$ cat src/rtl/display_instancias.sv
// Serial shift-and-add-3 conversion of the 8-bit match count into three 7-segment digits.
// Optional LEADING_ZERO_BLANK_EN blanks leading zero digits (units digit always shown).
module display_instancias (
    input  logic       clk,
    input  logic       rst,
    input  logic [7:0] instancias,
    output logic [6:0] hex0,
    output logic [6:0] hex1,
    output logic [6:0] hex2,
    output logic       busy,
    output logic       done,
    output logic [1:0] disp_state
);

    typedef enum logic [1:0] {
        IDLE  = 2'd0,
        SHIFT = 2'd1,
        DONE  = 2'd2
    } state_t;

    state_t      state, state_nx;
    logic [7:0]  last;
    logic        pend;
    logic [7:0]  sh;
    logic [11:0] bcd;
    logic [11:0] bcd_adj;
    logic [2:0]  cnt;
    logic [11:0] dig;
    logic        start;

    function automatic logic [6:0] seg7(input logic [3:0] d);
        case (d)
            4'd0:    seg7 = 7'b1000000;
            4'd1:    seg7 = 7'b1111001;
            4'd2:    seg7 = 7'b0100100;
            4'd3:    seg7 = 7'b0110000;
            4'd4:    seg7 = 7'b0011001;
            4'd5:    seg7 = 7'b0010010;
            4'd6:    seg7 = 7'b0000010;
            4'd7:    seg7 = 7'b1111000;
            4'd8:    seg7 = 7'b0000000;
            4'd9:    seg7 = 7'b0010000;
            default: seg7 = 7'b1111111;
        endcase
    endfunction

    assign start = pend || (instancias != last);

    always_comb begin
        bcd_adj = bcd;
        for (int unsigned i = 0; i < 3; i++) begin
            if (bcd[4*i +: 4] >= 4'd5)
                bcd_adj[4*i +: 4] = bcd[4*i +: 4] + 4'd3;
        end
    end

    always_ff @(posedge clk) begin
        if (rst) state <= IDLE;
        else     state <= state_nx;
    end

    always_comb begin
        state_nx = state;
        case (state)
            IDLE:    if (start) state_nx = SHIFT;
            SHIFT:   if (cnt == 3'd7) state_nx = DONE;
            DONE:    state_nx = IDLE;
            default: state_nx = IDLE;
        endcase
    end

    always_ff @(posedge clk) begin
        if (rst) begin
            last <= '0;
            pend <= 1'b1;
            sh   <= '0;
            bcd  <= '0;
            cnt  <= '0;
            dig  <= '0;
            busy <= 1'b0;
            done <= 1'b0;
        end else begin
            done <= 1'b0;
            case (state)
                IDLE: begin
                    if (start) begin
                        sh   <= instancias;
                        last <= instancias;
                        bcd  <= '0;
                        cnt  <= '0;
                        pend <= 1'b0;
                        busy <= 1'b1;
                    end
                end
                SHIFT: begin
                    {bcd, sh} <= {bcd_adj[10:0], sh, 1'b0};
                    cnt       <= cnt + 3'd1;
                end
                DONE: begin
                    dig  <= bcd;
                    done <= 1'b1;
                    busy <= 1'b0;
                end
                default: ;
            endcase
        end
    end

    always_comb begin
        hex0 = seg7(dig[3:0]);
        hex1 = seg7(dig[7:4]);
        hex2 = seg7(dig[11:8]);
`ifdef LEADING_ZERO_BLANK_EN
        if (dig[11:8] == 4'd0) begin
            hex2 = '1;
            if (dig[7:4] == 4'd0)
                hex1 = '1;
        end
`endif
    end

    assign disp_state = state;

endmodule

$ cat config.mk
export PLATFORM = sky130hd
export DESIGN_NAME = display_instancias
export DESIGN_NICKNAME = d
export VERILOG_FILES = /design/src/rtl/display_instancias.sv
export SDC_FILE = /design/constraint.sdc
export NUM_CORES = 1
export LEC_CHECK = 0
export BUFFER_PORTS_ARGS = -buffer_cell sky130_fd_sc_hd__buf_2
export CAP_MARGIN = 20
export CORE_UTILIZATION = 40
export CTS_CLUSTER_SIZE = 40
export DETAILED_ROUTE_END_ITERATION = 8
export GPL_TIMING_DRIVEN = 0
export PLACE_DENSITY_LB_ADDON = 0.12
export SLEW_MARGIN = 20
export SYNTH_ARGS = -nofsm -noshare
export SYNTH_HDL_FRONTEND = slang
export SYNTH_SLANG_ARGS = --single-unit
export TNS_END_PERCENT = 5
$ cat constraint.sdc
create_clock -name clk -period 4 [get_ports clk]
set_clock_uncertainty 0.2 [all_clocks]
set_input_delay 0.6 -clock clk [delete_from_list [all_inputs] [get_ports clk]]
set_output_delay 0.6 -clock clk [all_outputs]
set_load 0.02 [all_outputs]
Yosys cells after proc, flatten, opt, wreduce, memory -nomap -nowiden
Memory sizes are Yosys's and may differ from the RTL's. A register that Yosys moved wholly into a read port is not among the register bits.
Index checks and enable logic that the tools add are counted.
Widths: inputs -> output; s select.
{ "word_totals": {"output_inout_bits": 25, "memories": 3, "ff_bits": 48, "romBits": 336, "elab_cells": 54} }
{ "classes": {"n_eq_ne": 6, "reduce_logical": 8, "magnitude_cmp": 3, "add_sub_neg": 4, "mux": 21} }
{ "mem_list": {"columns": ["memory", "depth", "width", "read_ports", "rd_ports_with_merged_regs", "write_ports", "line_no", "text"], "rows": [
  ["(no name shown)", 16, 7, 1, 1, 0, "32", "case (d)"],
  ["(no name shown)", 16, 7, 1, 1, 0, "32", null],
  ["(no name shown)", 16, 7, 1, 1, 0, "32", null]
]} }
{ "ops": {"columns": ["cell", "count"], "rows": [
  ["$mux 4", 8],
  ["$pmux 12 s2", 1],
  ["$pmux 8 s2", 1],
  ["$ge 4x3->1 const B", 3],
  ["$mux 12", 1],
  ["$add 4x2->4 const B", 2],
  ["$mux 8", 1],
  ["$ne 8x8->1", 1],
  ["$reduce_and 2->1", 4],
  ["$mux 3", 2],
  ["$pmux 3 s2", 1],
  ["$mux 2", 2],
  ["$ne 2x2->1 const B", 2],
  ["$pmux 2 s2", 1],
  ["$reduce_bool 2->1", 2],
  ["$add 3x1->3 const B", 1],
  ["$add 3x2->3 const B", 1],
  ["$eq 3x3->1 const B", 1],
  ["$eq 2x1->1 const B", 1],
  ["$eq 2x2->1 const B", 1],
  ["$logic_not 2->1", 1],
  ["$mux 1", 2],
  ["$pmux 1 s2", 1],
  ["$logic_or 1x1->1", 1]
]} }

Logic depth before layout (Yosys ltp)
{ "logic_depth": {"word_depth": 4, "depth_mapped": 9} }

Least setup slack after synthesis
Ideal clock, no wire load.
{ "synth_path": {"path_kind": "register to register", "start": "reg state[1] (netlist: disp_state[1])", "end": "reg, netlist name hex2[5]", "t_arrival_ns": 1.934, "n_path_buf": 1, "setup_time_ns": 0.070, "setup_slack_ns": 1.796, "required_time_ns": 3.730, "period_less_slack_ns": 2.204, "stages_incl_launch_ff": 10, "path_cell_list": "dfxtp_1 > and2b_4 > buf_8 > mux2i_1 > nor2_1 > inv_1 > ha_1 > o21ai_0 > o21ai_0 > a21oi_1"} }
{ "synth_between": {"elab_chain_cells": 3} }
{ "synth_rtl": {"columns": ["item", "line_no", "text"], "rows": [
  ["from (decl)", "21", "state_t state, state_nx;"],
  ["from (signal assigned)", "59", "else state <= state_nx;"],
  ["$eq 2x2->1", "84", "case (state)"],
  ["$mux 4 (no source line) (2 in a row)", null, null]
]} }
No other way between the ends.
A chain may end at the register's enable or synchronous reset.

Worst setup path in the final report
{ "layout_path": {"start": "reg state[1] (netlist: disp_state[1])", "end": "reg, netlist name hex2[5]"} }
{ "layout_between": {"elab_chain_cells": 3} }
{ "layout_rtl": {"columns": ["item", "line_no"], "rows": [
  ["$eq 2x2->1", "84"],
  ["$mux 4 (no source line) (2 in a row)", null]
]} }
No other way between the ends.

==> run summary <==
status = completed
hold_sp = pend
GR peak layer = met2
Max-Slew Margin vs Limit = 43.2%
dominant cell type by area after synthesis = dfxtp_1
chip height = 91.4 µm
Post-Syn Instances = 353
WHS Path Cells = 1
ant diodes = 0
post-synthesis sequential area ratio = 43.2%
worst slew pin tran = 849 ps
largest stage delay on the critical path = 490 ps
R2R depth = 9
Hold WC Path Type = register to register
total CTS buffers = 9
worst-path cell chain = and2b_4, buf_8, mux2i_1, nor2_1, inv_1, ha_1, o21ai_0, o21ai_0, a21oi_1
design area = 3680 µm²
Area growth, synth to finish = 14.9%
CTS HTree Levels = 3
Hold Vio Cnt, Final = 0
Synth top area share = 43.2%
synthesized net count = 386
placed cells = 489
asr flop ratio synth = 0%
total global routing overflow = 0
post-synthesis register bit count = 69
final std cells w/o fill = 503
routability cong. = 0.786
Final Hold Slack = 258 ps
fin util = 47.6%
CTS Sinks = 69
Initial Util = 41.4%
RSZ-0062 raised after global routing = no
# IOs = 35
Avg Vias per Cell = 5.00
slowest CP cell = dfxtp_1
pwr dens = 369 nW/µm²
Setup crit end kind = register
post-CTS sizing = 0
Synth cell types = 43
CTS tree = built
synth warn = 0
met2 Use GR = 24.9%
Leak = 1.59 nW
Layout Nets = 431
routing usage on met3 = 3.27%
I/O Buffers = 34
maximum number of pins on one net before global-route repair = 11
met1 Usage GRT = 24.0%
Synth Cell Area = 3200 µm²
Root Buffer = clkbuf_8
Die Area = 8360 µm²
Core Rows = 32
reg2reg start = disp_state[1]
clock-pin slew on the worst setup and hold paths = 70 ps
Core ar. = 7730 µm²
Die Wd = 91.4 µm
Pre-Repair DR Iteration Count = 4
share of cells above drive strength 1 = 18.0%
synth top area cells = dfxtp_1 (43%), ha_1 (9.0%), mux2i_1 (6.6%)
FF-to-FF End = hex2[5]
setup TNS = 0 ps
crit path kind = register to register
WP data required = 4080 ps
Synth Area per Inst = 9.06 µm²
hold path endpoint = pend
Routed WL per cell = 13.4 µm
final-report setup violation count = 0
crit start category = register
first-pass GRT wire length = 11200 µm
Worst Path Arrival = 2490 ps
DP Area = 3500 µm²
Peak supply drop = 0.000151 V
Hold-fix buffers, CTS = 0
flop-to-flop setup slack = 1590 ps
DRC violations left = 0
FMAX = 0.415 GHz
Slew Limit Fails = 0
MaxCap Viol Count = 0
Filler cells = 762
most frequent CP cell = o21ai_0
Max clock buf depth = 2
final worst path period share = 60.3%
Antenna Nets Post-Route = 0
initial antenna violation count = 0
Max FO, Critical Path = 10
gr usage total = 17.2%
Setup Fix Bufs, Post-CTS = 0
Most used DFF post-synth = dfxtp_1
final WL = 6740 µm
insertion delay to the later sink of the worst-skew pair = 350 ps
number of global-route vias before repair = 2296
number of flops mapped to enable cells by yosys = 0
Tmin final = 2410 ps
initial DRC count = 95
routed via count = 2514
HPWL after detailed placement = 4670 µm
==> synth_stat cells (4+ instances only) <==
master,n
nand2_1,24
o21ai_0,16
nor3_1,5
nor2_1,40
buf_2,4
or3_1,5
mux2i_1,21
xor2_1,8
inv_1,20
dfxtp_1,69
nand3_1,6
nand2b_1,4
o22ai_1,6
nor4_1,7
ha_1,23
a21oi_1,40
or2_2,7
clkbuf_1,11
==> power breakdown <==
part           internal [W]  switching [W]  leakage [nW]
Sequential         0.000704      0.0000106         0.561
Clock              0.000298       0.000254        0.0923
Combinational     0.0000300      0.0000610         0.940
==> cells in the final DEF (no fill, tap or decap), drive strengths merged, types with 10 or more instances in the layout <==
| master | count |
|---|---|
| a21oi | 40 |
| buf | 40 |
| clkbuf | 23 |
| dfxtp | 69 |
| ha | 23 |
| inv | 22 |
| mux2i | 23 |
| nand2 | 24 |
| nor2 | 42 |
| o21ai | 16 |
| or2 | 10 |
==> worst max path at each step <==
| stage | start | to | slack, ps | cells past startpoint |
|---|---|---|---|---|
| after floorplan | disp_state[1] | hex2[5] | 1800 | 9 |
| after global placement | rst | hex1[1] | 1530 | 5 |
| after detailed placement | instancias[4] | sh[6] | 1520 | 7 |
| after CTS | disp_state[1] | hex2[5] | 1600 | 9 |
| after global routing | disp_state[1] | hex1[5] | 1360 | 9 |
| final | disp_state[1] | hex2[5] | 1590 | 9 |
==> metal layers <==
metal,up-vias,part of all wire (%)
li1,1297,-
met1,1151,52
met4,0,2.5
met2,52,42
met5,-,0
met3,14,3.6
==> state kept, by name (all words and copies together) (netlist names) <==
signal / flops
hex2: 7
hex0: 7
pend: 1
busy: 1
dig: 12
done: 1
cnt: 3
last: 8
bcd: 12
disp_state: 2
sh: 8
hex1: 7
==> final cells by class <==
cell class | instances | area [µm²] | share of cell area [%]
repair buffers | 34 | 170 | 4.63
flip-flops and latches | 69 | 1380 | 37.6
multi-input cells | 245 | 1650 | 44.9
inverters | 22 | 82.6 | 2.25
clock buffers | 12 | 145 | 3.95
well taps | 102 | 128 | 3.47
clock inverters | 2 | 35.0 | 0.953
plain buffers | 17 | 83.8 | 2.28
==> critical path: cells and delay by family, from the launching register on <==
family / cells / cell delay [ps]
and+or+nand+nor: 2 / 610
DFF: 1 / 490
buffers and inverters: 2 / 360
AOI/OAI and AO/OA: 3 / 320
adders and majority gates: 1 / 250
muxes: 1 / 100
==> cells by family after synthesis <==
family | count (synthesis) | share of synthesized area [%]
adder cells (fa/ha/maj) | 23 | 9.00
XOR/XNOR | 11 | 3.01
AND/OR/NAND/NOR | 114 | 19.1
AO/OA/AOI/OAI | 73 | 12.7
multiplexers | 24 | 7.79
buffers and inverters | 39 | 5.20
flip-flops | 69 | 43.2
==> stage by stage <==
stage          setup WS (ps)  power [W]
4_1_cts                 1600    0.00137
6_report                1590    0.00136
3_5_place_dp            1520   0.000821
3_3_place_gp            1530   0.000819
2_1_floorplan           1800   0.000789
5_1_grt                 1360    0.00141
No activity file was read; power rests on OpenSTA's default activity.
